### config.mk
export PLATFORM = sky130hd
export DESIGN_NAME = window_allocator
export DESIGN_NICKNAME = d
export VERILOG_FILES = /design/src/rtl/window_allocator.sv
export SDC_FILE = /design/constraint.sdc
export NUM_CORES = 1
export LEC_CHECK = 0
export CELL_PAD_IN_SITES_DETAIL_PLACEMENT = 0
export CELL_PAD_IN_SITES_GLOBAL_PLACEMENT = 2
export CORE_ASPECT_RATIO = 1.25
export CORE_MARGIN = 1.5
export CORE_UTILIZATION = 30
export CTS_CLUSTER_DIAMETER = 60
export CTS_CLUSTER_SIZE = 25
export DETAILED_ROUTE_END_ITERATION = 10
export PLACE_DENSITY = 0.7
export SLEW_MARGIN = 10
export SYNTH_ARGS = -nofsm -noshare
export SYNTH_HDL_FRONTEND = slang
export SYNTH_SLANG_ARGS = --single-unit
### constraint.sdc
create_clock -name clk -period 14.1 [get_ports clk]
set_input_delay 2.82 -clock clk [delete_from_list [all_inputs] [get_ports clk]]
set_output_delay 2.82 -clock clk [all_outputs]
set_load 0.05 [all_outputs]
### src/rtl/window_allocator.sv
// 3x3 window fetch-and-accumulate engine: reads the non-padded taps around a centre pixel and sums data*weight.
// Optional feature: define WINDOW_ALLOCATOR_OVERRUN_DETECT_EN to enable the sticky overrun flag.
module window_allocator #(
   parameter int ADDR_W = 16,
   parameter int ACC_W  = 21
) (
   input  logic                    clk,
   input  logic                    rst,
   input  logic                    select,
   input  logic [7:0]              center_x,
   input  logic [7:0]              center_y,
   input  logic [7:0]              image_dim,
   input  logic [1:0]              padding,
   input  logic [71:0]             weights,
   output logic                    busy,
   output logic                    rd_req,
   output logic [ADDR_W-1:0]       rd_addr,
   input  logic                    rd_ack,
   input  logic [7:0]              rd_data,
   output logic signed [ACC_W-1:0] result,
   output logic                    result_valid,
   input  logic                    result_ready,
   output logic                    overrun
);

   typedef enum logic [1:0] {
      S_IDLE  = 2'd0,
      S_FETCH = 2'd1,
      S_DONE  = 2'd2
   } state_t;

   state_t                  r_state, w_state_nxt;
   logic [7:0]              r_cx, r_cy, r_dim, w_cx_nxt, w_cy_nxt, w_dim_nxt;
   logic [1:0]              r_pad, w_pad_nxt;
   logic [71:0]             r_w, w_w_nxt;
   logic [3:0]              r_tap, w_tap_nxt;
   logic signed [ACC_W-1:0] r_acc, w_acc_nxt, w_acc_add;
   logic signed [ACC_W-1:0] r_result, w_result_nxt;
   logic                    r_busy, r_valid, r_rd_req, w_req_nxt;
   logic [ADDR_W-1:0]       r_rd_addr, w_addr_nxt;
   logic signed [7:0]       w_weight;
   logic signed [16:0]      w_data_ext, w_wt_ext, w_prod;

   function automatic logic [1:0] f_row(input logic [3:0] tap);
      if (tap >= 4'd6) begin
         f_row = 2'd2;
      end else if (tap >= 4'd3) begin
         f_row = 2'd1;
      end else begin
         f_row = 2'd0;
      end
   endfunction

   function automatic logic [1:0] f_col(input logic [3:0] tap);
      logic [1:0] row;
      logic [3:0] diff;
      row  = f_row(tap);
      diff = tap - ({1'b0, row, 1'b0} + {2'b00, row});
      f_col = diff[1:0];
   endfunction

   // 9-bit coordinate so that c-1 at c=0 becomes negative and compares as padded.
   function automatic logic [8:0] f_coord(input logic [7:0] c, input logic [1:0] off);
      f_coord = {1'b0, c} + {7'd0, off} - 9'd1;
   endfunction

   function automatic logic f_out(input logic [8:0] c, input logic [7:0] dim, input logic [1:0] pad);
      logic signed [8:0] lo, hi;
      lo    = $signed({7'd0, pad});
      hi    = $signed({1'b0, dim} - {7'd0, pad});
      f_out = ($signed(c) < lo) || ($signed(c) >= hi);
   endfunction

   function automatic logic f_padded(input logic [7:0] cx, input logic [7:0] cy, input logic [7:0] dim,
                                     input logic [1:0] pad, input logic [3:0] tap);
      f_padded = f_out(f_coord(cx, f_col(tap)), dim, pad) || f_out(f_coord(cy, f_row(tap)), dim, pad);
   endfunction

   function automatic logic [ADDR_W-1:0] f_addr(input logic [7:0] cx, input logic [7:0] cy, input logic [7:0] dim,
                                                input logic [1:0] pad, input logic [3:0] tap);
      logic [8:0]  x, y;
      logic [31:0] lx, ly, lw, la;
      x      = f_coord(cx, f_col(tap));
      y      = f_coord(cy, f_row(tap));
      lx     = {23'd0, x} - {30'd0, pad};
      ly     = {23'd0, y} - {30'd0, pad};
      lw     = {24'd0, dim} - {29'd0, pad, 1'b0};
      la     = ly * lw + lx;
      f_addr = la[ADDR_W-1:0];
   endfunction

   // Next-state, operand latch and accumulate; read request for the upcoming tap is precomputed so rd_req/rd_addr are registered.
   always_comb begin
      w_state_nxt  = r_state;
      w_cx_nxt     = r_cx;
      w_cy_nxt     = r_cy;
      w_dim_nxt    = r_dim;
      w_pad_nxt    = r_pad;
      w_w_nxt      = r_w;
      w_tap_nxt    = r_tap;
      w_acc_nxt    = r_acc;
      w_result_nxt = r_result;
      w_weight     = r_w[{r_tap, 3'b000} +: 8];
      w_data_ext   = {9'd0, rd_data};
      w_wt_ext     = {{9{w_weight[7]}}, w_weight};
      w_prod       = w_data_ext * w_wt_ext;
      w_acc_add    = r_acc + {{(ACC_W-17){w_prod[16]}}, w_prod};
      case (r_state)
         S_IDLE: begin
            if (select) begin
               w_cx_nxt    = center_x;
               w_cy_nxt    = center_y;
               w_dim_nxt   = image_dim;
               w_pad_nxt   = padding;
               w_w_nxt     = weights;
               w_tap_nxt   = 4'd0;
               w_acc_nxt   = {ACC_W{1'b0}};
               w_state_nxt = S_FETCH;
            end else begin
               w_state_nxt = S_IDLE;
            end
         end
         S_FETCH: begin
            // A tap with no request outstanding is padded and retires unconditionally.
            if (!r_rd_req || rd_ack) begin
               if (r_rd_req) begin
                  w_acc_nxt = w_acc_add;
               end else begin
                  w_acc_nxt = r_acc;
               end
               if (r_tap == 4'd8) begin
                  w_state_nxt  = S_DONE;
                  w_result_nxt = w_acc_nxt;
               end else begin
                  w_tap_nxt = r_tap + 4'd1;
               end
            end else begin
               w_state_nxt = S_FETCH;
            end
         end
         S_DONE: begin
            if (result_ready) begin
               w_state_nxt = S_IDLE;
            end else begin
               w_state_nxt = S_DONE;
            end
         end
         default: begin
            w_state_nxt = S_IDLE;
         end
      endcase
      w_req_nxt = (w_state_nxt == S_FETCH) && !f_padded(w_cx_nxt, w_cy_nxt, w_dim_nxt, w_pad_nxt, w_tap_nxt);
      if (w_req_nxt) begin
         w_addr_nxt = f_addr(w_cx_nxt, w_cy_nxt, w_dim_nxt, w_pad_nxt, w_tap_nxt);
      end else begin
         w_addr_nxt = {ADDR_W{1'b0}};
      end
   end

   // State, operand and output registers.
   always_ff @(posedge clk) begin
      if (rst) begin
         r_state   <= S_IDLE;
         r_cx      <= 8'd0;
         r_cy      <= 8'd0;
         r_dim     <= 8'd0;
         r_pad     <= 2'd0;
         r_w       <= 72'd0;
         r_tap     <= 4'd0;
         r_acc     <= {ACC_W{1'b0}};
         r_result  <= {ACC_W{1'b0}};
         r_busy    <= 1'b0;
         r_valid   <= 1'b0;
         r_rd_req  <= 1'b0;
         r_rd_addr <= {ADDR_W{1'b0}};
      end else begin
         r_state   <= w_state_nxt;
         r_cx      <= w_cx_nxt;
         r_cy      <= w_cy_nxt;
         r_dim     <= w_dim_nxt;
         r_pad     <= w_pad_nxt;
         r_w       <= w_w_nxt;
         r_tap     <= w_tap_nxt;
         r_acc     <= w_acc_nxt;
         r_result  <= w_result_nxt;
         r_busy    <= (w_state_nxt != S_IDLE);
         r_valid   <= (w_state_nxt == S_DONE);
         r_rd_req  <= w_req_nxt;
         r_rd_addr <= w_addr_nxt;
      end
   end

   assign busy         = r_busy;
   assign rd_req       = r_rd_req;
   assign rd_addr      = r_rd_addr;
   assign result       = r_result;
   assign result_valid = r_valid;

`ifdef WINDOW_ALLOCATOR_OVERRUN_DETECT_EN
   logic r_overrun;

   // Sticky flag: a new window was offered while the engine was still working.
   always_ff @(posedge clk) begin
      if (rst) begin
         r_overrun <= 1'b0;
      end else if (select && r_busy) begin
         r_overrun <= 1'b1;
      end else begin
         r_overrun <= r_overrun;
      end
   end

   assign overrun = r_overrun;
`else
   assign overrun = 1'b0;
`endif

endmodule
## Yosys cells after proc, flatten, opt, wreduce, memory -nomap -nowiden

Index checks and enable logic that the tools add are counted.
Widths: inputs -> output; s select.

- Bits of input ports: 111
- Output and inout bits: 41
- Flip-flop bits (word level): 165
- Word-level logic and storage cells: 87

- Bitwise logic cells: 1
- Shifts and indexed selects: 1
- Reductions and logical operators: 14
- Multipliers: 2
- Muxes and demuxes: 24
- $lt $le $gt $ge: 6
- Eq/ne operators: 7
- Add/sub/neg operators: 19

Operator list:

| kind | number |
|---|---|
| $shiftx 72x8->8 | 1 |
| $mux 21 | 3 |
| $mux 8 | 6 |
| $pmux 21 s2 | 1 |
| $add 8x2->9 | 4 |
| $sub 9x1->9 const B | 4 |
| $add 21x21->21 | 1 |
| $sub 9x2->10 | 2 |
| $ge 9x9->1 | 2 |
| $lt 9x3->1 | 2 |
| $mul 9x8->17 | 1 |
| $add 16x10->16 | 1 |
| $mul 10x9->16 | 1 |
| $mux 2 | 7 |
| $mux 4 | 3 |
| $sub 8x2->9 | 1 |
| $sub 8x3->9 | 1 |
| $pmux 4 s2 | 1 |
| $pmux 2 s3 | 1 |
| $reduce_and 3->1 | 2 |
| $add 2x2->2 | 2 |
| $add 4x1->4 const B | 1 |
| $eq 2x1->1 const B | 2 |
| $eq 2x2->1 const B | 2 |
| other kinds (14) | 22 |

## Logic depth before layout (Yosys ltp)

- Word-level depth: 23
- Gate-level depth with buffers: 39
- Mapped depth without buffers: 38

## Worst setup path after synthesis

OpenSTA, ideal clock, no wires.

- Kind: in2reg
- Start: input select
- End: register r_rd_addr[15] (netlist: rd_addr[15])
- Setup time: 0.124 ns
- Buffers on the path: 3
- Data required time: 13.976 ns
- Stages: 29
- Data arrival time: 10.480 ns
- Path slack: 3.496 ns
- Path through: nor3b_2 buf_6 clkbuf_1 clkbuf_1 mux2i_1 ha_1 inv_1 ha_1 fa_1 xor2_1 a2111oi_4 o221ai_1 nor3_2 o21ai_0 nor2_1 fa_1 fa_1 inv_1 fa_1 fa_1 fa_1 xor2_1 xnor2_1 xnor2_1 xnor2_1 xnor2_1 xor3_1 xnor2_1 nor2_1

- Word-level cells in the longest chain between the ends: 16
- Elaborated cells between the ends (all ways): 47
- Those cells by class: add/sub (17); mul (1); order compare (6); eq/ne (1); mux (15); bitwise (1); reduce/logical (6)

RTL lines:

| element | RTL line | source |
|---|---|---|
| start: declaration | 9 | `input logic select,` |
| branches (longest 16 deep; another with $mul 10x9->16) | n/a |  |
| end signal: assignment | 175 | `r_rd_addr <= {ADDR_W{1'b0}};` |
| end signal: assignment | 189 | `r_rd_addr <= w_addr_nxt;` |
| end: declaration | 40 | `logic [ADDR_W-1:0] r_rd_addr, w_addr_nxt;` |

Several ways; the timed one is not identified. The select of a mux whose other input is x is not followed.
A chain may end at the register's enable or synchronous reset.

## Final worst setup path

- Start: input rd_ack
- End: register r_rd_addr[15] (netlist: rd_addr[15])

- Word-level cells in the longest chain between the ends: 17
- Elaborated cells between the ends (all ways): 38
- Those cells by class: add/sub (15); mul (1); order compare (6); eq/ne (1); mux (7); bitwise (1); reduce/logical (7)

RTL lines:

| element | RTL line | source |
|---|---|---|
| start: declaration | 18 | `input logic rd_ack,` |
| $logic_or 1x1->1 (*) | 125 | `if (!r_rd_req \|\| rd_ack) begin` |
| branches (longest 16 deep; another with $mul 10x9->16) | n/a |  |

Mark *: on every way between the ends. The select of a mux whose other input is x is not followed.

==> impl_metrics.csv <==
group,metric,value,unit
clock_tree,cts_tree,"done",
grt,antenna_found_initial,0,
power,pwr-share-clk,13.8,%
setup_path,critPathCaptureType,"flop",
floorplan,start_util,30.3,%
grt,grt_start_max_net_pins,95,
clock_tree,numCtsBuffers,17,
drt,drc,0,
floorplan,dieHeight,252,um
power,ir_drop,0.564,mV
placed_design,hpwlAfterDp,33800,um
sta,finalHoldViolations,0,
layout,nets,2256,
drt,routed_wl,43300,um
synthesis,syn_area,0.0149,sq mm
synthesis,ys_seq_area_share,22.1,%
power,seqPwrFrac,13.8,%
drt,avgViaCountPerCell,4.76,
drt,antenna_left,0,
synthesis,yosys-top-cells-area,"dfxtp_1 22%, fa_1 16%, ha_1 13%",
grt,grt.met2_usage,31.6,%
setup_path,cp-start-kind,"input port",
synthesis,synth.distinct_cells,83,
floorplan,rows,91,
clock_tree,postCtsHoldBufs,0,
synthesis,yosys.area.top_type_share,22.1,%
worst_hold_path,hold_class,"flop to flop",
synthesis,postSynthAreaPerCell,8.52,sq um
clock_tree,cts_setup_buffers,0,
layout,num_antenna_cells,0,
grt,first_global_vias,12200,
synthesis,synth_seq_cells,165,
layout,drive_gt1_share,4.72,%
setup_path,cp_max_fo,42,
power,p_per_area,204,mW/mm^2
synthesis,yosysWarnings,0,
sta,rsz0062_at_grt,"false",
synthesis,synthCells,1752,
grt,grt.total_usage,17.4,%
layout,fillerInstances,5202,
sta,worst_pin_slew,1.09,ns
sta,hold_slack,0.453,ns
synthesis,synth_nets,2136,
sta,clock_skew,0.0122,ns
drt,dr.pass1.iters,5,
sta,post-route-period-util,85.8,%
clock_tree,ctsLongestPathBuffers,2,
setup_path,cp_num_buf_inv,5,
job,max-cap-violations,0,
synthesis,yosysTopAreaCell,"dfxtp_1",
placed_design,finalWeightedCongestion,0.811,
setup_path,arrival,12.44,ns
placed_design,io_buffers,150,
grt,use_met1,20.6,%
sta,max_freq,82.7,MHz
floorplan,die_area,0.0511,sq mm
layout,area_growth,18.5,%
synthesis,async_reset_ff_share,0,%
drt,drtIter0Drc,461,
floorplan,pin_count,152,
grt,grt_pass1_wl,68200,um
power,p_sw,1.72,mW
clock_tree,cts_sinks,165,
outcome,run_status,"finished, final reports clean",
sta,timing.final.crit_period,12.09,ns
sta,setup_tns,0,ns
layout,fin_util,36.0,%
setup_path,crit_slowest_cell,"nor2_4",
drt,drt-wirelength-per-cell,17.1,um
synthesis,synth-main-ff-cell,"dfxtp_1",
clock_tree,clock_latency,0.49,ns
clock_tree,cts_resized,0,
power,switching_share,47.5,%
power,p_int,1.90,mW
synthesis,synth_edf_count,0,
clock_tree,cts.htree.levels,4,
setup_path,cp.required,14.44,ns
floorplan,die_w,202,um
sta,drv_slew,0,
power,share_comb_of_total_power,72.4,%
grt,grt_overflow,0,
setup_path,path_delay_family,"adder cells",
sta,relSlewSlack,26.6,%
power,p_leak,7.87,nW
setup_path,crit_top_cell,"fa_1",
floorplan,core_area,0.0492,sq mm
clock_tree,clkSlewWorstSetupHoldPaths,0.08,ns
grt,grt.busiest_layer,"met2",
setup_path,max_stage_delay,0.85,ns
setup_path,path_class,"input port to flop",
drt,vias,12100,
clock_tree,cts-root-buf,"clkbuf_16",
power,p_total,3.62,mW
grt,grt_use_met3,3.31,%
sta,setup_viol,0,
## cell usage after synthesis, drive strengths merged (5+ instances only)
cell type and count:
a21o 26, a22o 5, o21ai 43, dfxtp 165, mux2i 45, xor2 30, and2 53, nor3 21
o31ai 6, nand2 255, a31oi 7, a211o 5, nor2 158, or2 7, a2111oi 6, mux4 16
o21a 14, buf 11, and3 5, inv 214, clkbuf 48, ha 153, nand2b 25, fa 120
a21oi 124, a211oi 29, nor2b 14, nand3 20, xnor2 48
## cell families after synthesis
family	share of synthesized area, %
other	0.0251
buffers and inverters	6.99
XOR/XNOR	4.79
adder cells (fa/ha/maj)	28.9
multiplexers	5.48
flip-flops	22.1
AND/OR/NAND/NOR	18.2
AO/OA/AOI/OAI	13.4
## cell type report
| class | instances | area (sq um) | share of cell area, % |
|---|---|---|---|
| clock inverter | 10 | 120 | 0.679 |
| tap | 651 | 815 | 4.60 |
| multi-input combinational | 1314 | 10600 | 59.9 |
| timing repair buffer | 160 | 1570 | 8.90 |
| inverter | 214 | 803 | 4.54 |
| sequential | 165 | 3300 | 18.7 |
| clock buffer | 21 | 480 | 2.72 |
## routing by layer
metal  vias up  part of all wire (%)
met2       131                    53
met4         0                   2.0
met3        37                   2.4
met5         -                     0
met1      5860                    43
li1       6045                     -
## through the flow
stage / area (sq um) / instances / setup slack, ns
global placement: 17100 / 2504 / 1.74
detailed placement: 17100 / 2504 / 1.57
global route: 17700 / 2535 / 1.33
floorplan: 14900 / 1752 / 3.50
CTS: 17700 / 2535 / 2.05
finish: 17700 / 2535 / 2.01
## power groups by stage
| stage | clock (mW) | sequential [mW] | combinational, mW |
|---|---|---|---|
| finish | 0.497 | 0.499 | 2.62 |
| global route | 0.531 | 0.501 | 3.05 |
| CTS | 0.518 | 0.499 | 2.68 |
| detailed placement | 0 | 0.510 | 2.66 |
| global placement | 0 | 0.509 | 2.68 |
| floorplan | 0 | 0.526 | 2.08 |
## worst reg2reg max path, delay by kind of cell (launching register included)
kind / cells / cell delay [ns]
simple gates: 11 / 2.78
buf+inv: 5 / 0.51
xor+xnor: 2 / 0.38
compound gates: 7 / 2.09
fa+ha+maj: 9 / 3.54
flops: 1 / 0.31
## cell usage in the layout (no fill, tap or decap), drive strengths merged, types with 21 or more instances in the layout
cell type | Yosys | final
and2 | 53 | 53
clkbuf | 48 | 21
ha | 153 | 153
inv | 214 | 216
xnor2 | 48 | 48
dfxtp | 165 | 165
clkdlybuf4s50 | 0 | 149
o21ai | 43 | 43
xor2 | 30 | 30
nor3 | 21 | 21
fa | 120 | 120
a21oi | 124 | 124
nand2b | 25 | 25
nand2 | 255 | 255
mux2i | 45 | 45
nor2 | 158 | 158
a21o | 26 | 26
a211oi | 29 | 29
## flip-flops by register name, summed over array words and instances (netlist names)
signal        count
r_acc            21
result           21
r_w              72
result_valid      1
r_pad             2
rd_addr          16
r_state           2
r_tap             4
r_cx              8
r_dim             8
rd_req            1
busy              1
r_cy              8
## path summary, 6_finish.rpt
check / startpoint / end / slack (ns) / depth (start not counted)
min reg2reg: r_w[10] / r_w[10] / 0.45 / 2
max reg2reg: rd_req / rd_addr[15] / 4.33 / 34
min: r_w[10] / r_w[10] / 0.45 / 2
max: rd_ack / rd_addr[15] / 2.01 / 32
(Power assumes the default switching activity.)
